**config.mk**
```make
export PLATFORM = sky130hd
export DESIGN_NAME = move_sequencer_flat
export DESIGN_NICKNAME = d
export VERILOG_FILES = /design/src/rtl/move_sequencer_if.sv /design/src/rtl/move_sequencer.sv /design/src/flat_wrapper.sv
export SDC_FILE = /design/constraint.sdc
export NUM_CORES = 1
export LEC_CHECK = 0
export ABC_AREA = 1
export BUFFER_PORTS_ARGS = -buffer_cell sky130_fd_sc_hd__buf_4
export CAP_MARGIN = 20
export CORE_AREA = 2 2 208 210
export CTS_CLUSTER_SIZE = 40
export DETAILED_ROUTE_END_ITERATION = 7
export DIE_AREA = 0 0 210 212
export PLACE_DENSITY = 0.48
export SYNTH_ARGS = -nofsm -noshare
export SYNTH_HDL_FRONTEND = slang
export SYNTH_SLANG_ARGS = --single-unit
```
**constraint.sdc**
```tcl
create_clock -name clk -period 4.8 [get_ports clk]
set_clock_uncertainty 0.15 [all_clocks]
set_input_delay 0.24 -clock clk [delete_from_list [all_inputs] [get_ports clk]]
set_output_delay 0.24 -clock clk [all_outputs]
set_load 0.005 [all_outputs]
```
**src/rtl/move_sequencer_if.sv**
```systemverilog
// Candidate-move handshake between the move sequencer and the test-position/collision checker.
// The sequencer drives the candidate; the checker answers with a one-cycle done/ok result.
interface move_sequencer_if;
    logic       test_valid;
    logic [2:0] test_op;
    logic       chk_done;
    logic       chk_ok;

    modport master (output test_valid, test_op, input chk_done, chk_ok);
    modport slave  (input test_valid, test_op, output chk_done, chk_ok);
endinterface

```
**src/rtl/move_sequencer.sv**
```systemverilog
// Move sequencer: captures gravity/key move requests, arbitrates by fixed priority and runs
// one candidate at a time through the collision checker, including multi-step hard drops.
`ifndef MODE_BITS
`define MODE_BITS 2
`endif
`ifndef MODE_PLAY
`define MODE_PLAY 2'd1
`endif

module move_sequencer #(
    parameter int TIMEOUT  = 15,
    parameter int DROP_MAX = 24,
    parameter int CNT_BITS = 5
) (
    input  logic                  clk,
    input  logic                  rst,
    input  logic [`MODE_BITS-1:0] mode,
    input  logic                  gravity_tick,
    input  logic                  been_ready,
    input  logic [511:0]          key_down,
    input  logic [8:0]            last_change,
    move_sequencer_if.master      chk,
    output logic                  commit,
    output logic                  reject,
    output logic                  lock,
    output logic                  drop_active,
    output logic                  timeout_err
);

    typedef enum logic [2:0] {
        OP_NONE      = 3'd0,
        OP_GRAV      = 3'd1,
        OP_LEFT      = 3'd2,
        OP_RIGHT     = 3'd3,
        OP_ROT       = 3'd4,
        OP_DOWN      = 3'd5,
        OP_DROP_STEP = 3'd6
    } op_t;

    typedef enum logic [1:0] {
        ST_IDLE = 2'd0,
        ST_WAIT = 2'd1,
        ST_GAP  = 2'd2
    } state_t;

    // Flag index i maps to op i+1, and a lower index wins arbitration.
    localparam int NUM_FLAGS = 6;
    localparam int F_GRAV    = 0;
    localparam int F_LEFT    = 1;
    localparam int F_RIGHT   = 2;
    localparam int F_ROT     = 3;
    localparam int F_DOWN    = 4;
    localparam int F_DROP    = 5;

    localparam logic [8:0] CODE_LEFT  = 9'h01C;
    localparam logic [8:0] CODE_RIGHT = 9'h023;
    localparam logic [8:0] CODE_ROT   = 9'h01D;
    localparam logic [8:0] CODE_DOWN  = 9'h01B;
    localparam logic [8:0] CODE_DROP  = 9'h029;

    localparam logic [CNT_BITS-1:0] TMO_LAST = CNT_BITS'(TIMEOUT - 1);
    localparam logic [CNT_BITS-1:0] DROP_LIM = CNT_BITS'(DROP_MAX);

    state_t                state_reg, state_next;
    op_t                   op_reg, op_next;
    logic [NUM_FLAGS-1:0]  pending_reg, pending_next;
    logic [CNT_BITS-1:0]   tmo_cnt_reg, tmo_cnt_next;
    logic [CNT_BITS-1:0]   drop_cnt_reg, drop_cnt_next;
    logic                  drop_active_reg, drop_active_next;
    logic                  been_ready_prev_reg;
    logic                  commit_reg, commit_next;
    logic                  reject_reg, reject_next;
    logic                  lock_reg, lock_next;
    logic                  timeout_reg, timeout_next;

    logic                  play;
    logic                  key_rise;
    logic [NUM_FLAGS-1:0]  set_mask;
    logic [NUM_FLAGS-1:0]  grant_mask;
    op_t                   grant_op;

    assign play     = (mode == `MODE_PLAY);
    assign key_rise = been_ready & ~been_ready_prev_reg & key_down[last_change];

    // Requests are not captured while a hard drop owns the piece.
    always_comb begin
        set_mask = '0;
        if (!drop_active_reg) begin
            set_mask[F_GRAV] = gravity_tick;
            if (key_rise) begin
                case (last_change)
                    CODE_LEFT:  set_mask[F_LEFT]  = 1'b1;
                    CODE_RIGHT: set_mask[F_RIGHT] = 1'b1;
                    CODE_ROT:   set_mask[F_ROT]   = 1'b1;
                    CODE_DOWN:  set_mask[F_DOWN]  = 1'b1;
                    CODE_DROP:  set_mask[F_DROP]  = 1'b1;
                    default:    ;
                endcase
            end
        end
    end

    assign grant_mask[0] = pending_reg[0];
    generate
        for (genvar gi = 1; gi < NUM_FLAGS; gi++) begin : g_prio
            assign grant_mask[gi] = pending_reg[gi] & ~|pending_reg[gi-1:0];
        end
    endgenerate

    always_comb begin
        grant_op = OP_NONE;
        for (int i = 0; i < NUM_FLAGS; i++) begin
            if (grant_mask[i]) grant_op = op_t'(3'(i + 1));
        end
    end

    always_comb begin
        state_next       = state_reg;
        op_next          = op_reg;
        pending_next     = pending_reg | set_mask;
        tmo_cnt_next     = tmo_cnt_reg;
        drop_cnt_next    = drop_cnt_reg;
        drop_active_next = drop_active_reg;
        commit_next      = 1'b0;
        reject_next      = 1'b0;
        lock_next        = 1'b0;
        timeout_next     = 1'b0;

        case (state_reg)
            ST_IDLE: begin
                tmo_cnt_next = '0;
                if (play && (|pending_reg)) begin
                    op_next      = grant_op;
                    state_next   = ST_WAIT;
                    pending_next = (pending_reg & ~grant_mask) | set_mask;
                    if (grant_mask[F_DROP]) begin
                        drop_active_next = 1'b1;
                        drop_cnt_next    = '0;
                        pending_next     = '0;
                    end
                end
            end

            ST_WAIT: begin
                tmo_cnt_next = tmo_cnt_reg + 1'b1;
                if (chk.chk_done) begin
                    tmo_cnt_next = '0;
                    if (chk.chk_ok) begin
                        commit_next = 1'b1;
                        if (op_reg == OP_DROP_STEP) begin
                            drop_cnt_next = drop_cnt_reg + 1'b1;
                            state_next    = ST_GAP;
                        end else begin
                            state_next = ST_IDLE;
                            op_next    = OP_NONE;
                        end
                    end else begin
                        state_next = ST_IDLE;
                        op_next    = OP_NONE;
                        if (op_reg == OP_GRAV || op_reg == OP_DROP_STEP) begin
                            lock_next        = 1'b1;
                            drop_active_next = 1'b0;
                        end else begin
                            reject_next = 1'b1;
                        end
                    end
                end else if (tmo_cnt_reg == TMO_LAST) begin
                    // The abandoned candidate is dropped, not retried.
                    timeout_next     = 1'b1;
                    drop_active_next = 1'b0;
                    tmo_cnt_next     = '0;
                    state_next       = ST_IDLE;
                    op_next          = OP_NONE;
                end
            end

            ST_GAP: begin
                // One idle cycle between drop steps; the commit pulse is out now,
                // so a forced lock here stays exclusive with it.
                if (drop_cnt_reg == DROP_LIM) begin
                    lock_next        = 1'b1;
                    drop_active_next = 1'b0;
                    state_next       = ST_IDLE;
                    op_next          = OP_NONE;
                end else begin
                    state_next = ST_WAIT;
                end
            end

            default: begin
                state_next = ST_IDLE;
                op_next    = OP_NONE;
            end
        endcase

        if (!play && !drop_active_reg) pending_next = '0;
    end

    always_ff @(posedge clk or posedge rst) begin
        if (rst) begin
            state_reg           <= ST_IDLE;
            op_reg              <= OP_NONE;
            pending_reg         <= '0;
            tmo_cnt_reg         <= '0;
            drop_cnt_reg        <= '0;
            drop_active_reg     <= 1'b0;
            been_ready_prev_reg <= 1'b0;
            commit_reg          <= 1'b0;
            reject_reg          <= 1'b0;
            lock_reg            <= 1'b0;
            timeout_reg         <= 1'b0;
        end else begin
            state_reg           <= state_next;
            op_reg              <= op_next;
            pending_reg         <= pending_next;
            tmo_cnt_reg         <= tmo_cnt_next;
            drop_cnt_reg        <= drop_cnt_next;
            drop_active_reg     <= drop_active_next;
            been_ready_prev_reg <= been_ready;
            commit_reg          <= commit_next;
            reject_reg          <= reject_next;
            lock_reg            <= lock_next;
            timeout_reg         <= timeout_next;
        end
    end

    assign chk.test_valid = (state_reg == ST_WAIT);
    assign chk.test_op    = op_reg;
    assign commit         = commit_reg;
    assign reject         = reject_reg;
    assign lock           = lock_reg;
    assign drop_active    = drop_active_reg;
    assign timeout_err    = timeout_reg;

endmodule
```
**src/flat_wrapper.sv**
```systemverilog
// flat-port wrapper written by rule: the top's interface ports become plain ports
module move_sequencer_flat 
#(
    parameter int TIMEOUT  = 15,
    parameter int DROP_MAX = 24,
    parameter int CNT_BITS = 5
)
  (clk, rst, mode, gravity_tick, been_ready, key_down, last_change, commit, reject, lock, drop_active, timeout_err, chk_test_valid, chk_test_op, chk_chk_done, chk_chk_ok);
  move_sequencer_if chk_i ();
  input  logic clk;
  input  logic rst;
  input  logic [`MODE_BITS-1:0] mode;
  input  logic gravity_tick;
  input  logic been_ready;
  input  logic [511:0] key_down;
  input  logic [8:0] last_change;
  output logic commit;
  output logic reject;
  output logic lock;
  output logic drop_active;
  output logic timeout_err;
  output wire logic [$bits(chk_i.test_valid)-1:0] chk_test_valid;
  output wire logic [$bits(chk_i.test_op)-1:0] chk_test_op;
  input wire logic [$bits(chk_i.chk_done)-1:0] chk_chk_done;
  input wire logic [$bits(chk_i.chk_ok)-1:0] chk_chk_ok;
  assign chk_test_valid = chk_i.test_valid;
  assign chk_test_op = chk_i.test_op;
  assign chk_i.chk_done = chk_chk_done;
  assign chk_i.chk_ok = chk_chk_ok;
  move_sequencer #(.TIMEOUT(TIMEOUT), .DROP_MAX(DROP_MAX), .CNT_BITS(CNT_BITS)) u_core (.clk(clk), .rst(rst), .mode(mode), .gravity_tick(gravity_tick), .been_ready(been_ready), .key_down(key_down), .last_change(last_change), .chk(chk_i), .commit(commit), .reject(reject), .lock(lock), .drop_active(drop_active), .timeout_err(timeout_err));
endmodule
```
==> results.toml, run 1 <==
[power]
internal_power_w = 0.000885
swShare = 0.449
power_density_nw_per_um2 = 140
p_seq_frac = 0.185
vdd_ir_drop_max_v = 0.000130
clkPwrFrac = 0.118
leakagePower_nw = 6.65
combPwrFrac = 0.697
power_switching_w = 0.000720

[worst_hold_path]
min_path_type = "in -> reg"

[sta]
max_freq_mhz = 288
max-slew-margin-rel = 0.375
timing.hold.ws_ns = 0.122
tns_ns = 0
rsz0062_at_grt = "no"
finalCriticalPeriod_ns = 3.47
hold_viol_final = 0
setup_viol = 0
finalCritPeriodShare = 0.723
max_slew.worst_pin.slew_ns = 0.938
drv_slew = 0
fin_ws_ns = 1.33

[clocking]
ctsResizeCount = 0
cts.sinks = 27
path_clk_slew_ns = 0.06
cts_root_buf = "clkbuf_16"
worstSkewPairLatency_ns = 0.26
cts_buffers = 3
cts_tree = "built"
htreeDepth = 1
ctsLongestPathBuffers = 2

[logic_synthesis]
synth_cells = 1495
syn_nets = 2032
avgSynthCellArea_um2 = 4.59
syn-cell-area_um2 = 6870
synth_seq_cells = 27
ys_seq_area_frac = 0.0984
ys_warn_count = 0
synth_cell_type_count = 31

[route]
ant_nets = 0
route.vias.total = 11100
drt-initial-drc-count = 769
wire_per_inst_um = 18.5
first_pass_iters = 5
viasPerCell = 4.41
totalWireLength_mm = 46.5
drc = 0

[global_route]
grt_pass1_wl_mm = 66.9
gr-total-overflow = 0
antenna_found_initial = 3
grt_pass1_vias = 11100
grt_max_degree = 83
track_usage = 0.198

[critical_path]
startpoint_type = "input pin"
crit_fanout = 82
setup.worst_path.end_class = "flop"
worstPathArrival_ns = 3.44
required_ns = 4.77
critPathKind = "in -> reg"
crit_path_end = "u_core.pending_reg[4]"
rr_startpoint = "u_core.pending_reg[0]"
reg2reg_slack_ns = 2.27
rr_worst_depth = 14
startpoint = "last_change[0]"
worst_r2r_endpoint = "u_core.drop_cnt_reg[4]"

[floorplanning]
ioPinCount = 538
start_util = 0.162
die_area_um2 = 44500
core_area_um2 = 42500
die_y_um = 212
rows = 76
die_w_um = 210

[layout]
layout_commonest_cell = "nand2_1"
layout.cells.most_common_list = "722 x nand2_1, 548 x buf_4, 174 x inv_1, 159 x nand3_1, 128 x nor2_1"
final_core_util = 0.270
drive_gt1_frac = 0.286
fin_nets = 2507
syn2layout_area_growth_pct = 67.4
fillers = 4923
largest_reg_flops = 6

[job]
maxCapViolations = 0

[placement]
hpwl_mm = 37.6
routabilityCongestion = 0.859
place_ws_ns = 1.05
port_buffers = 537

[run_status]
status = "finished clean"
-- timing repair --
item	in CTS	in global routing
hold endpoints to repair	3	4
buffers inserted	0	0
hold buffers	3	1
-- cell type report --
class | count | area (um^2) | area share
flip-flops and latches | 27 | 676 | 0.0588
well taps | 546 | 683 | 0.0594
repair buffers | 556 | 4230 | 0.368
multi-input cells | 1204 | 5150 | 0.448
diodes | 2 | 5.00 | 0.000435
inverters | 178 | 674 | 0.0587
clock buffers | 4 | 78.8 | 0.00686
-- power by group through the flow --
stage / clock, W / sequential [W] / combinational [W]
after floorplan: 0 / 0.000293 / 0.000530
after global placement: 0 / 0.000299 / 0.00112
after detailed placement: 0 / 0.000300 / 0.00112
after CTS: 0.000195 / 0.000296 / 0.00113
after global routing: 0.000203 / 0.000301 / 0.00125
final: 0.000190 / 0.000297 / 0.00112
-- logic make-up (layout without fill, tap and decap cells) --
group / Yosys count / in the layout / synth area share
other: 0 / 2 / 0
AND/OR/NAND/NOR: 1039 / 1039 / 0.606
AO/OA/AOI/OAI: 155 / 155 / 0.123
flip-flops: 27 / 27 / 0.0984
adder cells (fa/ha/maj): 8 / 8 / 0.0146
XOR/XNOR: 2 / 2 / 0.00255
buffers and inverters: 264 / 738 / 0.156
-- cell usage after synthesis --
cell type,number,area (um^2)
a21boi_0,1,7.51
clkbuf_1,25,93.8
o311ai_0,1,8.76
dfrtp_1,27,676
nand4_1,9,56.3
nor2_1,130,488
a22oi_1,14,105
nor4_1,5,31.3
nor3b_1,1,7.51
nand3b_1,1,7.51
o22ai_1,2,12.5
nor2_2,2,12.5
buf_4,4,30.0
inv_2,2,7.51
o21ai_0,75,375
buf_1,6,22.5
a31oi_1,7,43.8
a221o_1,1,10.0
o211ai_1,2,15.0
buf_2,51,255
o21bai_1,1,7.51
nand3_1,159,796
ha_1,8,100
a21oi_1,49,245
nor3_1,9,45.0
xnor2_1,2,17.5
inv_1,176,661
o31ai_1,1,7.51
or2_2,1,6.26
o21ai_1,1,5.00
nand2_1,722,2710
-- worst max-delay path: stages --
cell     delay [ns]
buf_6          0.18
inv_6          0.49
buf_4          0.80
nand2_1        0.10
nand3_1        0.11
nand3_1        0.12
nand2_1        0.08
nand2_1        0.05
nor2_1         0.27
nor2_1         0.09
nor2_1         0.22
nand3_1        0.12
nand3_1        0.11
nand2_1        0.13
nand4_1        0.12
a21oi_1        0.07
-- per-stage QoR --
step	power, W	std cells	area [um^2]
2_1_floorplan	0.000823	1495	6870
3_3_place_gp	0.00142	2506	11300
3_5_place_dp	0.00142	2506	11300
4_1_cts	0.00162	2513	11500
5_1_grt	0.00175	2517	11500
6_report	0.00161	2517	11500
-- worst min-delay path by stage --
stage	depth (start not counted)	slack (ns)	from	endpoint
floorplan	0	0.12	been_ready	u_core.been_ready_prev_reg
detailed placement	1	0.24	been_ready	u_core.been_ready_prev_reg
finish	3	0.12	gravity_tick	u_core.pending_reg[0]
global route	3	0.15	gravity_tick	u_core.pending_reg[0]
CTS	3	0.12	gravity_tick	u_core.pending_reg[0]
global placement	1	0.24	been_ready	u_core.been_ready_prev_reg
-- metal layers --
layer	up-vias	routed length [um]	track usage
met5	-	0	0
met4	0	1260	0.0477
met3	46	2860	0.0298
met2	434	22700	0.354
met1	5064	19700	0.250
li1	5566	-	-
(Power assumes the default switching activity.)
==> inputs of run 2 (changes only) <==
- CORE_AREA: 2 2 208 210 -> 2 2 210 212
- DIE_AREA: 0 0 210 212 -> 0 0 212 214
- PLACE_DENSITY: 0.48 -> 0.49
- clock period: 4.8 -> 3.1 ns (I/O delays scaled with it)
==> results.toml, run 2 (synthesized netlist as in run 1, its figures left out) <==
[critical_path]
startpoint_type = "input pin"
crit_top_cell = "nand2_1"
crit_fanout = 72
rr_startpoint = "u_core.pending_reg[0]"
worstPathArrival_ns = 2.48
crit_slowest_cell = "buf_12"
startpoint = "last_change[0]"
worst-path-buf-inv = 4
crit_path_max_incr_delay_ns = 0.32
path_cells = "buf_6 > inv_6 > buf_12 > nand2_1 > nand2_1 > nand2_1 > a21oi_1 > buf_4 > nor2_1 > nand2_1 > nand3_1 > nand3_1 > nand3_1 > nand2_1 > nand4_1 > a21oi_1"
cp_top_family = "simple AND/OR/NAND/NOR gates"
setup.worst_path.end_class = "flop"
required_ns = 3.14
critPathKind = "in -> reg"

[job]
maxCapViolations = 0

[layout]
layout_commonest_cell = "nand2_1"
fin_nets = 2522
syn2layout_area_growth_pct = 71.0
final_core_util = 0.274
drive_gt1_frac = 0.292
layout.cells.most_common_list = "722 x nand2_1, 556 x buf_4, 174 x inv_1, 159 x nand3_1, 128 x nor2_1"
fillers = 5041
largest_reg_flops = 6

[sta]
setup_viol = 0
finalCriticalPeriod_ns = 2.45
timing.hold.ws_ns = 0.0244
tns_ns = 0
max_slew.worst_pin.slew_ns = 0.669
hold_viol_final = 0
finalCritPeriodShare = 0.789
max_freq_mhz = 409
rsz0062_at_grt = "no"
drv_slew = 0
max-slew-margin-rel = 0.551

[floorplanning]
die_w_um = 212
die_y_um = 214
start_util = 0.160
die_area_um2 = 45400
core_area_um2 = 42900
ioPinCount = 538
rows = 76

[clocking]
cts_buffers = 3
cts_root_buf = "clkbuf_16"
path_clk_slew_ns = 0.06
worstSkewPairLatency_ns = 0.26
cts.sinks = 27
cts_tree = "built"
ctsLongestPathBuffers = 2
ctsResizeCount = 0
htreeDepth = 1

[run_status]
status = "finished clean"

[power]
p_seq_frac = 0.181
vdd_ir_drop_max_v = 0.000219
power_switching_w = 0.00112
power_density_nw_per_um2 = 214
combPwrFrac = 0.701
swShare = 0.445
clkPwrFrac = 0.118
leakagePower_nw = 6.76
internal_power_w = 0.00139

[route]
route.vias.total = 11200
drt-initial-drc-count = 721
totalWireLength_mm = 48.0
wire_per_inst_um = 18.7
first_pass_iters = 6
drc = 0
viasPerCell = 4.36
ant_nets = 0

[placement]
routabilityCongestion = 0.915
hpwl_mm = 39.5
port_buffers = 537

[worst_hold_path]
min_path_type = "in -> reg"
hold_start = "gravity_tick"

[global_route]
grt_pass1_wl_mm = 69.5
track_usage = 0.203
grt_max_degree = 78
gr-total-overflow = 0
grt_pass1_vias = 11400
antenna_found_initial = 3
run 2: cell count changes in the layout (fill, tap and decap cells not counted):
cell / previous run / this run
buf_4: 548 / 556
clkinv_1: 1 / 0
inv_2: 1 / 2
buf_12: 2 / 9
run 2: through the flow:
step	setup slack (ns)	cell area (um^2)	total power, W	std cells
final	0.655	11700	0.00251	2571
after global routing	0.257	11700	0.00276	2571
after CTS	0.611	11700	0.00254	2567
after detailed placement	0.340	11600	0.00223	2560
after global placement	0.354	11600	0.00222	2560
after floorplan	0.980	6870	0.00127	1495
run 2: path summary, 6_finish.rpt:
kind	endpoint	slack, ns	cells past startpoint
setup / recovery	u_core.pending_reg[2]	0.65	16
max in group asynchronous	u_core.pending_reg[0]	1.98	4
hold reg to reg	u_core.drop_cnt_reg[4]	0.39	2
setup reg to reg	u_core.drop_cnt_reg[4]	0.69	14
min in group asynchronous	u_core.drop_cnt_reg[1]	0.35	3
hold / removal	u_core.pending_reg[0]	0.02	3
run 2: cell type report:
type	count	area, um^2	share of cell area
multi-input combinational	1204	5150	0.438
timing repair buffer	571	4430	0.377
tap	585	732	0.0623
sequential	27	676	0.0575
inverter	178	674	0.0574
clock buffer	4	78.8	0.00671
antenna	2	5.00	0.000426
run 2: power groups by stage:
stage,Sequential (W),Clock (W),Combinational [W]
floorplan,0.000454,0,0.000820
global placement,0.000459,0,0.00176
detailed placement,0.000463,0,0.00177
CTS,0.000456,0.000306,0.00178
global route,0.000464,0.000321,0.00197
finish,0.000455,0.000296,0.00176
run 2: routing by layer:
metal / wire length (um) / track usage / vias up
li1: - / - / 5598
met1: 20700 / 0.259 / 5126
met2: 23800 / 0.367 / 446
met3: 2700 / 0.0249 / 38
met4: 807 / 0.0357 / 0
met5: 0 / 0 / -
run 2: tightest hold or removal path, stage by stage:
cell and delay, ns:
buf_4 0.08, a22oi_1 0.07, nor2_1 0.08
run 2: timing repair:
action / in CTS / in global routing
hold endpoints to repair: 3 / 11
hold buffers: 3 / 1
buffers inserted: 0 / 0
endpoints found under the setup margin: 0 / 0
==> inputs of run 3 (changes only) <==
- clock period: 3.1 -> 2.05 ns (I/O delays scaled with it)
==> results.toml, run 3 (synthesized netlist as in run 1, its figures left out) <==
[layout]
layout.cells.most_common_list = "702 x nand2_1, 615 x buf_4, 171 x inv_1, 143 x nand3_1, 112 x nor2_1"
drive_gt1_frac = 0.362
fin_nets = 2620
layout_commonest_cell = "nand2_1"
syn2layout_area_growth_pct = 94.8
fillers = 4911
seq_area_um2 = 676
multiInputGateArea_um2 = 5450
largest_reg_flops = 6

[floorplanning]
die_area_um2 = 45400
die_w_um = 212
start_util = 0.160
core_area_um2 = 42900
rows = 76
ioPinCount = 538
die_y_um = 214

[route]
ant_nets = 0
totalWireLength_mm = 52.0
viasPerCell = 4.32
drc = 0
route.vias.total = 11500
drt-initial-drc-count = 599
wire_per_inst_um = 19.5
first_pass_iters = 5

[sta]
tns_ns = 0
finalCriticalPeriod_ns = 2.01
rsz0062_at_grt = "yes"
timing.hold.ws_ns = -0.00485
max-slew-margin-rel = 0.513
max_freq_mhz = 498
finalCritPeriodShare = 0.981
max_slew.worst_pin.slew_ns = 0.725
hold_viol_final = 1
setup_viol = 0
drv_slew = 0

[critical_path]
setup.worst_path.end_class = "flop"
critPathKind = "in -> reg"
rr_worst_depth = 14
rr_startpoint = "u_core.pending_reg[0]"
required_ns = 2.09
worst_r2r_endpoint = "u_core.drop_cnt_reg[4]"
reg2reg_slack_ns = 0.08
startpoint_type = "input pin"
worstPathArrival_ns = 2.05
crit_fanout = 8

[worst_hold_path]
hold-path-endpoint = "u_core.pending_reg[0]"
hold_start = "gravity_tick"
min_path_cells = 3
min_path_type = "in -> reg"

[run_status]
status = "finished with violations"
violations = "negative hold slack"

[clocking]
ctsLongestPathBuffers = 2
cts.sinks = 27
path_clk_slew_ns = 0.07
cts_tree = "built"
htreeDepth = 1
cts_root_buf = "clkbuf_16"
worstSkewPairLatency_ns = 0.26
cts_buffers = 3

[global_route]
grt_pass1_vias = 11700
track_usage = 0.213
antenna_found_initial = 4
grt_max_degree = 55
gr-total-overflow = 0
grt_pass1_wl_mm = 72.4

[power]
power_density_nw_per_um2 = 328
internal_power_w = 0.00250
finalPower_w = 0.00439
vdd_ir_drop_max_v = 0.000350
combPwrFrac = 0.742
clkPwrFrac = 0.101
leakagePower_nw = 7.55
swShare = 0.431
power_switching_w = 0.00189
p_seq_frac = 0.157

[placement]
routabilityCongestion = 0.927
port_buffers = 537
hpwl_mm = 40.8

[job]
maxCapViolations = 0
-- run 3: changes by cell type in the layout (fill, tap and decap cells not counted), sizes merged --
| cell | before | now |
|---|---|---|
| clkinv | 1 | 2 |
| clkbuf | 4 | 10 |
| buf | 567 | 653 |
| bufbuf | 0 | 5 |
-- run 3: how the worst max path moves through the flow --
stage / to / slack (ns) / start / cells after the start
global placement: u_core.pending_reg[4] / -0.43 / last_change[1] / 16
global route: u_core.drop_cnt_reg[4] / -0.08 / u_core.pending_reg[0] / 14
CTS: u_core.pending_reg[4] / -0.001 / last_change[1] / 18
detailed placement: u_core.pending_reg[4] / -0.46 / last_change[1] / 16
finish: u_core.pending_reg[4] / 0.04 / last_change[1] / 16
floorplan: u_core.drop_cnt_reg[4] / 0.02 / u_core.state_reg[1] / 14
-- run 3: per-stage QoR --
stage	std cells	util	setup WS, ns	hold slack, ns	area (um^2)
4_1_cts	2659	0.302	-0.00129	0.00463	12900
5_1_grt	2669	0.312	-0.0763	0.00858	13400
3_3_place_gp	2640	0.288	-0.433	0.0447	12400
6_report	2669	0.312	0.0400	-0.00485	13400
3_5_place_dp	2640	0.288	-0.455	0.0481	12400
2_1_floorplan	1495	-	0.0165	-0.0161	6870
-- run 3: cell type report --
| cell class | count | share of cell area |
|---|---|---|
| timing repair buffer | 669 | 0.431 |
| tap | 585 | 0.0547 |
| sequential | 27 | 0.0505 |
| clock buffer | 3 | 0.00561 |
| antenna | 2 | 0.000374 |
| inverter | 178 | 0.0506 |
| clock inverter | 1 | 0.000374 |
| multi-input combinational | 1204 | 0.407 |
-- run 3: critical path: stages --
cell       delay, ns
buf_6           0.11
buf_4           0.14
nor2_4          0.12
buf_12          0.18
clkbuf_16       0.19
a22oi_1         0.08
o21ai_0         0.13
buf_4           0.16
nand2_1         0.06
nand3_1         0.11
nand3_1         0.08
nand3_1         0.10
nand3_2         0.09
nand2_4         0.11
nand4_1         0.12
a21oi_1         0.16
-- run 3: timing repair --
| item | CTS | global route |
|---|---|---|
| setup buffers | 2 | 1 |
| pin swaps | 16 | 33 |
| hold buffers | 4 | 0 |
| endpoints found under the hold margin | 30 | 0 |
| setup endpoints to repair | 7 | 13 |
| gates cloned | 9 | 7 |
| gates resized for setup | 47 | 78 |
-- run 3: power groups by stage --
stage,Combinational [W],Sequential (W),Clock (W)
final,0.00326,0.000688,0.000444
after global routing,0.00359,0.000705,0.000483
after CTS,0.00313,0.000687,0.000459
after detailed placement,0.00295,0.000698,0
after global placement,0.00294,0.000690,0
after floorplan,0.00124,0.000687,0
-- run 3: layer usage --
metal / wire length, um / track usage / vias to the layer above
met5: 32 / 0 / -
met4: 807 / 0.0345 / 4
met3: 2870 / 0.0283 / 40
met2: 26200 / 0.393 / 424
met1: 22200 / 0.264 / 5255
li1: - / - / 5809
